### src/rtl/seg7_pkg.sv
// Shared definitions for the 7-segment display path: glyph patterns and scan FSM states.
// Glyphs are active-low and ordered {g,f,e,d,c,b,a}.
// No ports; imported by seg7_decoder and seven_seg_scanner.
package seg7_pkg;

  localparam logic [6:0] SEG_0     = 7'b1000000;
  localparam logic [6:0] SEG_1     = 7'b1111001;
  localparam logic [6:0] SEG_2     = 7'b0100100;
  localparam logic [6:0] SEG_3     = 7'b0110000;
  localparam logic [6:0] SEG_4     = 7'b0011001;
  localparam logic [6:0] SEG_5     = 7'b0010010;
  localparam logic [6:0] SEG_6     = 7'b0000010;
  localparam logic [6:0] SEG_7     = 7'b1111000;
  localparam logic [6:0] SEG_8     = 7'b0000000;
  localparam logic [6:0] SEG_9     = 7'b0010000;
  localparam logic [6:0] SEG_A     = 7'b0001000;
  localparam logic [6:0] SEG_B     = 7'b0000011;
  localparam logic [6:0] SEG_C     = 7'b1000110;
  localparam logic [6:0] SEG_D     = 7'b0100001;
  localparam logic [6:0] SEG_E     = 7'b0000110;
  localparam logic [6:0] SEG_F     = 7'b0001110;
  localparam logic [6:0] SEG_BLANK = 7'h7F;
  localparam logic [6:0] SEG_DASH  = 7'b0111111;

  typedef enum logic {
    ST_ON  = 1'b0,
    ST_GAP = 1'b1
  } state_t;

endpackage

### src/rtl/seg7_decoder.sv
// Combinational hex-to-7-segment decoder (active-low segments, {g,f,e,d,c,b,a}).
// Ports: value [WIDTH-1:0] in -> seg_n [6:0] out. Values 0..15 show hex; anything larger shows a dash.
// Zero latency, no state.
module seg7_decoder
  import seg7_pkg::*;
#(
  parameter int WIDTH = 4
) (
  input  logic [WIDTH-1:0] value,
  output logic [6:0]       seg_n
);

  // Widen to at least a nibble so narrow digit buses still index the hex table.
  localparam int EW = (WIDTH > 4) ? WIDTH : 4;

  logic [EW-1:0] v_ext;

  always_comb begin
    v_ext = EW'(value);
    seg_n = SEG_DASH;
    if ((v_ext >> 4) == '0) begin
      case (v_ext[3:0])
        4'h0: seg_n = SEG_0;
        4'h1: seg_n = SEG_1;
        4'h2: seg_n = SEG_2;
        4'h3: seg_n = SEG_3;
        4'h4: seg_n = SEG_4;
        4'h5: seg_n = SEG_5;
        4'h6: seg_n = SEG_6;
        4'h7: seg_n = SEG_7;
        4'h8: seg_n = SEG_8;
        4'h9: seg_n = SEG_9;
        4'hA: seg_n = SEG_A;
        4'hB: seg_n = SEG_B;
        4'hC: seg_n = SEG_C;
        4'hD: seg_n = SEG_D;
        4'hE: seg_n = SEG_E;
        default: seg_n = SEG_F;
      endcase
    end
  end

endmodule

### src/rtl/seven_seg_scanner.sv
// Time-multiplexed common-anode 7-segment driver: one digit lit at a time, optional dead gap
// between digits, leading-zero blanking and whole-display blink.
// Ports: clk, reset (sync, active-high), digits/enable/blank_leading/blink/dp_mask in;
// an_n, seg_n, dp_n out (all active low, registered, 1-cycle latency from state and inputs).
module seven_seg_scanner
  import seg7_pkg::*;
#(
  parameter int NUM_DIGITS  = 4,
  parameter int WIDTH       = 4,
  parameter int REFRESH_DIV = 1000,
  parameter int GAP_CYCLES  = 2,
  parameter int BLINK_DIV   = 64
) (
  input  logic                        clk,
  input  logic                        reset,
  input  logic [WIDTH*NUM_DIGITS-1:0] digits,
  input  logic                        enable,
  input  logic                        blank_leading,
  input  logic                        blink,
  input  logic [NUM_DIGITS-1:0]       dp_mask,
  output logic [NUM_DIGITS-1:0]       an_n,
  output logic [6:0]                  seg_n,
  output logic                        dp_n
);

  localparam int PRESC_MAX = (REFRESH_DIV > GAP_CYCLES) ? REFRESH_DIV : GAP_CYCLES;
  localparam int PW = $clog2(PRESC_MAX + 1);
  localparam int IW = (NUM_DIGITS > 1) ? $clog2(NUM_DIGITS) : 1;
  localparam int SW = (BLINK_DIV > 1) ? $clog2(BLINK_DIV) : 1;

  localparam logic [PW-1:0] REF_LAST   = PW'(REFRESH_DIV - 1);
  localparam logic [PW-1:0] GAP_LAST   = (GAP_CYCLES > 0) ? PW'(GAP_CYCLES - 1) : '0;
  localparam logic [IW-1:0] IDX_LAST   = IW'(NUM_DIGITS - 1);
  localparam logic [SW-1:0] BLINK_LAST = SW'(BLINK_DIV - 1);

  state_t          state, state_nx;
  logic [PW-1:0]   presc, presc_nx;
  logic [IW-1:0]   idx, idx_nx;
  logic [SW-1:0]   scan_cnt, scan_cnt_nx;
  logic            blink_ph, blink_ph_nx;
  logic            advance;

  logic [NUM_DIGITS-1:0] blanked;
  logic                  all_zero;
  logic [WIDTH-1:0]      cur_digit;
  logic                  cur_blank;
  logic                  cur_dp;
  logic [6:0]            glyph;
  logic                  dark;
  logic [NUM_DIGITS-1:0] an_nx;
  logic [6:0]            seg_nx;
  logic                  dp_nx;

  // Scan FSM, prescaler, digit index and blink counters.
  always_comb begin
    state_nx    = state;
    presc_nx    = presc;
    idx_nx      = idx;
    scan_cnt_nx = scan_cnt;
    blink_ph_nx = blink_ph;
    advance     = 1'b0;

    case (state)
      ST_ON: begin
        if (presc == REF_LAST) begin
          presc_nx = '0;
          if (GAP_CYCLES == 0) advance  = 1'b1;
          else                 state_nx = ST_GAP;
        end else begin
          presc_nx = presc + PW'(1);
        end
      end
      ST_GAP: begin
        if (presc == GAP_LAST) begin
          presc_nx = '0;
          advance  = 1'b1;
          state_nx = ST_ON;
        end else begin
          presc_nx = presc + PW'(1);
        end
      end
      default: begin
        state_nx = ST_ON;
        presc_nx = '0;
      end
    endcase

    if (advance) begin
      if (idx == IDX_LAST) begin
        // Wrapping past the last digit completes one scan; this paces the blink.
        idx_nx = '0;
        if (scan_cnt == BLINK_LAST) begin
          scan_cnt_nx = '0;
          blink_ph_nx = ~blink_ph;
        end else begin
          scan_cnt_nx = scan_cnt + SW'(1);
        end
      end else begin
        idx_nx = idx + IW'(1);
      end
    end
  end

  // Leading-zero blanking: walk from the most significant digit down while everything seen is zero.
  always_comb begin
    blanked  = '0;
    all_zero = 1'b1;
    for (int i = NUM_DIGITS - 1; i >= 0; i--) begin
      all_zero   = all_zero && (digits[WIDTH*i +: WIDTH] == '0);
      blanked[i] = blank_leading && all_zero && (i != 0);
    end
  end

  // Select the digit, blank flag and decimal point of the slot currently being scanned.
  always_comb begin
    cur_digit = '0;
    cur_blank = 1'b0;
    cur_dp    = 1'b0;
    for (int i = 0; i < NUM_DIGITS; i++) begin
      if (idx == IW'(i)) begin
        cur_digit = digits[WIDTH*i +: WIDTH];
        cur_blank = blanked[i];
        cur_dp    = dp_mask[i];
      end
    end
  end

  seg7_decoder #(.WIDTH(WIDTH)) u_decoder (
    .value (cur_digit),
    .seg_n (glyph)
  );

  always_comb begin
    dark   = (state == ST_GAP) || !enable || (blink && blink_ph) || cur_blank;
    an_nx  = '1;
    seg_nx = SEG_BLANK;
    dp_nx  = 1'b1;
    if (!dark) begin
      for (int i = 0; i < NUM_DIGITS; i++) begin
        if (idx == IW'(i)) an_nx[i] = 1'b0;
      end
      seg_nx = glyph;
      dp_nx  = ~cur_dp;
    end
  end

  always_ff @(posedge clk) begin
    if (reset) begin
      state    <= ST_ON;
      presc    <= '0;
      idx      <= '0;
      scan_cnt <= '0;
      blink_ph <= 1'b0;
      an_n     <= '1;
      seg_n    <= SEG_BLANK;
      dp_n     <= 1'b1;
    end else begin
      state    <= state_nx;
      presc    <= presc_nx;
      idx      <= idx_nx;
      scan_cnt <= scan_cnt_nx;
      blink_ph <= blink_ph_nx;
      an_n     <= an_nx;
      seg_n    <= seg_nx;
      dp_n     <= dp_nx;
    end
  end

endmodule

### config.mk
export PLATFORM = sky130hd
export DESIGN_NAME = seven_seg_scanner
export DESIGN_NICKNAME = d
export VERILOG_FILES = /design/src/rtl/seg7_pkg.sv /design/src/rtl/seg7_decoder.sv /design/src/rtl/seven_seg_scanner.sv
export SDC_FILE = /design/constraint.sdc
export NUM_CORES = 1
export LEC_CHECK = 0
export CORE_MARGIN = 2
export CORE_UTILIZATION = 56
export CTS_BUF_LIST = sky130_fd_sc_hd__clkbuf_2 sky130_fd_sc_hd__clkbuf_4 sky130_fd_sc_hd__clkbuf_8
export DETAILED_ROUTE_END_ITERATION = 10
export PLACE_DENSITY_LB_ADDON = 0.15
export SYNTH_ARGS = -nofsm -noshare
export SYNTH_HDL_FRONTEND = slang
export SYNTH_SLANG_ARGS = --single-unit
export TNS_END_PERCENT = 10
### constraint.sdc
create_clock -name clk -period 6.12 [get_ports clk]
set_clock_uncertainty 0.2 [all_clocks]
set_input_delay 1.224 -clock clk [delete_from_list [all_inputs] [get_ports clk]]
set_output_delay 1.224 -clock clk [all_outputs]
set_load 0.1 [all_outputs]
# Word-level counts from Yosys, hierarchy flattened
# Memory sizes are Yosys's and may differ from the RTL's. A register that Yosys moved wholly into a read port is not among the register bits.
# Cells that the tools add are included.
dict set report totals {
  register_bits 25
  romBits 112
  out_inout_bits 12
  mem_count 1
}
# memory words width read_ports rd_clocked_by_memory_dff write_ports line_no
set memory_table {}
lappend memory_table {{(name not given)} 16 7 1 1 0 seg7_decoder.sv:22} ;# case (v_ext[3:0])
dict set report op_classes {
  addsub 3
  n_eq_ne 6
  mux 25
  n_bitwise 3
  n_reduce_logical 17
}
# operator count
set op_table {}
lappend op_table {{$mux W10} 2}
lappend op_table {{$pmux W10 S2} 1}
lappend op_table {{$mux W4} 4}
lappend op_table {{$mux W1} 15}
lappend op_table {{$logic_not A4 Y1} 3}
lappend op_table {{$add A10 B1 Y10 const B} 1}
lappend op_table {{$eq A10 B1 Y1 const B} 1}
lappend op_table {{$eq A10 B10 Y1 const B} 1}
lappend op_table {{$add A6 B1 Y6 const B} 1}
lappend op_table {{$eq A6 B6 Y1 const B} 1}
lappend op_table {{$logic_and A1 B1 Y1} 6}
lappend op_table {{$mux W6} 1}
lappend op_table {{$eq A2 B2 Y1 const B} 2}
lappend op_table {{$logic_or A1 B1 Y1} 3}
lappend op_table {{$not A1 Y1} 3}
lappend op_table {{$reduce_and A3 Y1} 1}
lappend op_table {{$add A2 B1 Y2 const B} 1}
lappend op_table {{$eq A2 B1 Y1 const B} 1}
lappend op_table {{$logic_not A2 Y1} 1}
lappend op_table {{$mux W2} 1}
lappend op_table {{$pmux W1 S2} 1}
lappend op_table {{$reduce_and A2 Y1} 1}
lappend op_table {{$reduce_or A2 Y1} 1}
lappend op_table {{$logic_not A1 Y1} 1}

# Depth between registers and ports, before layout
dict set report depth {
  ltp_word 9
  depth_mapped 12
  mapped_depth_nobuf 11
}

# By module
# A second synthesis with hierarchy kept.
dict set report unflattened {
  cells_unflattened 209
  hier_area_um2 1803.0
}
# mod n_inst cells_each area_each_um2 seq_area_each_um2
set by_module_without_submodules {}
lappend by_module_without_submodules {seven_seg_scanner 1 174 1532.7 640.6}
lappend by_module_without_submodules {seg7_decoder 1 35 270.3 0.0}

# Worst setup path after synthesis
# No wires, ideal clock.
dict set report synth_timing {
  path_type {input-to-reg}
  from {input port digits[4]}
  to {register seg_n[3]}
  arrival_ns 2.601
  path_slack_ns 3.178
  path_stages 7
  path_cell_list {a22oi_1 a221oi_1 inv_1 ha_1 inv_1 o211ai_1 o211ai_1}
}
dict set report synth_between {
  elab_chain_cells 8
}
# item line_no
set synth_lines {}
lappend synth_lines {{start, declared} seven_seg_scanner.sv:16} ;# input logic [WIDTH*NUM_DIGITS-1:0] digits,
lappend synth_lines {{$logic_not A4 Y1} seven_seg_scanner.sv:109} ;# all_zero = all_zero && (digits[WIDTH*i +: WIDTH] == '0);
lappend synth_lines {{$logic_and A1 B1 Y1} seven_seg_scanner.sv:109}
lappend synth_lines {{$logic_and A1 B1 Y1} seven_seg_scanner.sv:110} ;# blanked[i] = blank_leading && all_zero && (i != 0);
lappend synth_lines {{$mux W1 (3 in a row)} seven_seg_scanner.sv:120} ;# if (idx == IW'(i)) begin
lappend synth_lines {{$logic_or A1 B1 Y1} seven_seg_scanner.sv:134} ;# dark = (state == ST_GAP) || !enable || (blink && blink_ph) || cur_blank;
lappend synth_lines {{$reduce_or A2 Y1 (no line)} --}
lappend synth_lines {{end, declared} seven_seg_scanner.sv:22} ;# output logic [6:0] seg_n,
# Parallel ways exist; a longest one is shown, timed or not.
# A chain may end at the register's enable or synchronous reset.

# Worst setup path in the final report
# Ends and elaborated chain as after synthesis.

==> reports/qor.csv <==
metric,value,unit
Synthesized Nets,233,
average wire per standard cell,14.0,µm
endpoints failing hold,0,
Area after DPL,2070,µm²
Via Count,1548,
Critical Path Source,digits[4],
max-cap violation count,0,
status,"complete, no violations",
post_cts resized,0,
io pins,37,
CP endpoint kind,flop,
synthesis-to-layout area growth,25.6,%
r2r startpoint,idx[0]$_SDFFE_PP0N_,
grt met2 use,39.7,%
Yosys warnings,0,
DR iter-0 viols,82,
Tmin final,3530,ps
Tcrit/Tclk final,57.7,%
drt pass-1 iters,4,
"flops & latches, synth",32,
Synth Flop Type,dfxtp_1,
Post-Synthesis Cells,195,
relative slew slack,29.8,%
fin area,2130,µm²
Top Usage Layer GRT,met2,
fin nets,268,
IO Port Bufs,36,
Synth cell types,42,
Leakage,0.806,nW
initial antenna violation count,0,
pwr dens,198,nW/µm²
first-pass GRT wire length,6320,µm
row cnt,19,
Clock Pin Slew Worst Setup and Hold Paths,100,ps
Max Root-Sink Buffers,2,
"Clk Latency, worst-skew pair",340,ps
unrepaired setup endpoints after global routing,false,
fraction of layout cells with a size suffix above 1,6.49,%
register area share after synthesis,37.7,%
total routed wirelength,3680,µm
Die Span X,59.1,µm
met3 GRT Util,7.86,%
peak supply drop,0.171,mV
Worst Path Arrival,3480,ps
final setup TNS,0,ps
Synth Cell Area,1700,µm²
Placer Congestion,0.790,
Inserted Diodes,0,
CTS Hold Bufs,0,
CP Launch Type,primary input,
M1 GR Usage,27.7,%
Critical Path RT,6070,ps
Seq pwr share,51.2,%
DRC viols,0,
post-route ant nets,0,
total track usage,23.8,%
worst-path maximum fanout,5,
filler cell count,215,
Multi-input gate area,1000,µm²
post-CTS setup buffer count,0,
async set-reset flop share out of synthesis,0,%
Reg area,641,µm²
"Avg Cell Area, Syn",8.71,µm²
Die Ht,59.1,µm
Max Clock Freq,283,MHz
Setup Viol. Count Final,0,
vias in the first global route,1468,
CTS Buf Count,5,
CTS tree,built,
core area,2830,µm²
worst min-delay path startpoint,presc[0]$_SDFF_PP0_,
post-DP HPWL,2750,µm
CTS root buf,clkbuf_4,
die area,3490,µm²
combinational share of power,18.2,%
largest net degree at the start of global routing,20,
Sw Share,29.6,%
worst slew pin tran,1050,ps
Post-synth EDFFs,0,
net switching power,0.125,mW
Pins Over Slew Limit,0,
"Remaining Overflow, GRT",0,
Tot Pwr,0.423,mW
WS Path Type,primary input to flop,
CTS sink cnt,32,
clock network power share,30.6,%
vias per cell,5.91,
H-tree depth,2,
hold slack,287,ps
cell internal pwr,0.298,mW
Initial Util,60.1,%
Hold Crit Class,flop to flop,
power by group through the flow:
stage                     clock network [mW]  registers (mW)  logic, mW
after floorplan                            0           0.246     0.0221
after detailed placement                   0           0.221     0.0760
after global routing                   0.140           0.217     0.0821
after global placement                     0           0.221     0.0745
final                                  0.129           0.216     0.0770
after CTS                              0.132           0.216     0.0767
area by class of cell:
type	count	share of cell area [%]
inverter	9	1.58
clock buffer	6	2.40
sequential	32	30.0
tap	31	1.82
clock inverter	2	0.469
multi-input combinational	146	46.8
timing repair buffer	36	16.9
cell families (layout without fill, tap and decap cells):
| logic type | count (synthesis) | count (layout) | share of synthesized area, % |
|---|---|---|---|
| adders and majority gates | 13 | 13 | 9.57 |
| buffers and inverters | 17 | 53 | 3.83 |
| and+or+nand+nor | 85 | 85 | 26.5 |
| muxes | 4 | 4 | 2.36 |
| AOI/OAI and AO/OA | 33 | 33 | 14.4 |
| xor gates and xnor gates | 11 | 11 | 5.67 |
| DFF | 32 | 32 | 37.7 |
metrics by stage:
step	util [%]	setup slack [ps]	std cells
after floorplan	-	3180	195
after global placement	73.3	2410	254
after detailed placement	73.3	2300	254
after CTS	75.5	2600	262
after global routing	75.5	2340	262
final	75.5	2590	262
cells in the mapped netlist, drive strengths merged, types with 5 or more instances:
cell,instances,share of area [%]
dfxtp,32,38
nor2,22,4.9
nand2,21,5.1
ha,13,9.6
nand3,11,3.2
inv,9,2.0
xor2,8,4.1
a21oi,7,2.1
clkbuf,7,1.5
nor2b,5,1.8
sequential cells by signal, indices dropped and copies added, names as in the netlist:
signal and cells:
blink_ph 1, dp_n 1, idx 2, state 1
presc 10, scan_cnt 6, seg_n 7, an_n 4
worst paths after layout:
path / end / slack (ps) / depth (start not counted)
setup / recovery: seg_n[3]$_SDFF_PP1_ / 2590 / 8
hold / removal: presc[0]$_SDFF_PP0_ / 290 / 1
setup reg to reg: seg_n[3]$_SDFF_PP1_ / 2830 / 8
hold reg to reg: presc[0]$_SDFF_PP0_ / 290 / 1
metal layers:
layer | vias to the layer above | wire (µm)
li1 | 765 | -
met1 | 721 | 1560
met2 | 50 | 1740
met3 | 12 | 283
met4 | 0 | 98
met5 | - | 0
layout by cell type (no fill, tap or decap), types with 2 or more instances in the layout:
| cell | instances |
|---|---|
| a21oi_1 | 7 |
| a221oi_1 | 3 |
| a311o_1 | 2 |
| a311oi_1 | 2 |
| and3_1 | 3 |
| clkbuf_4 | 5 |
| clkdlybuf4s50_1 | 36 |
| clkinv_2 | 2 |
| dfxtp_1 | 32 |
| ha_1 | 13 |
| inv_1 | 9 |
| mux2i_1 | 4 |
| nand2_1 | 20 |
| nand3_1 | 11 |
| nand3b_1 | 2 |
| nand4_1 | 3 |
| nor2_1 | 22 |
| nor2b_1 | 5 |
| nor3b_1 | 4 |
| nor4_1 | 3 |
| o211ai_1 | 3 |
| o21ai_0 | 2 |
| o221ai_1 | 4 |
| o31ai_1 | 3 |
| or3_1 | 3 |
| xnor2_1 | 3 |
| xor2_1 | 8 |
critical path, cell delays in order:
cell,delay (ps)
clkdlybuf4s50_1,500
a22oi_1,100
a221oi_1,680
inv_1,230
ha_1,350
inv_1,60
o211ai_1,200
o211ai_1,140
Note: power is estimated with default switching activity, not from simulation.
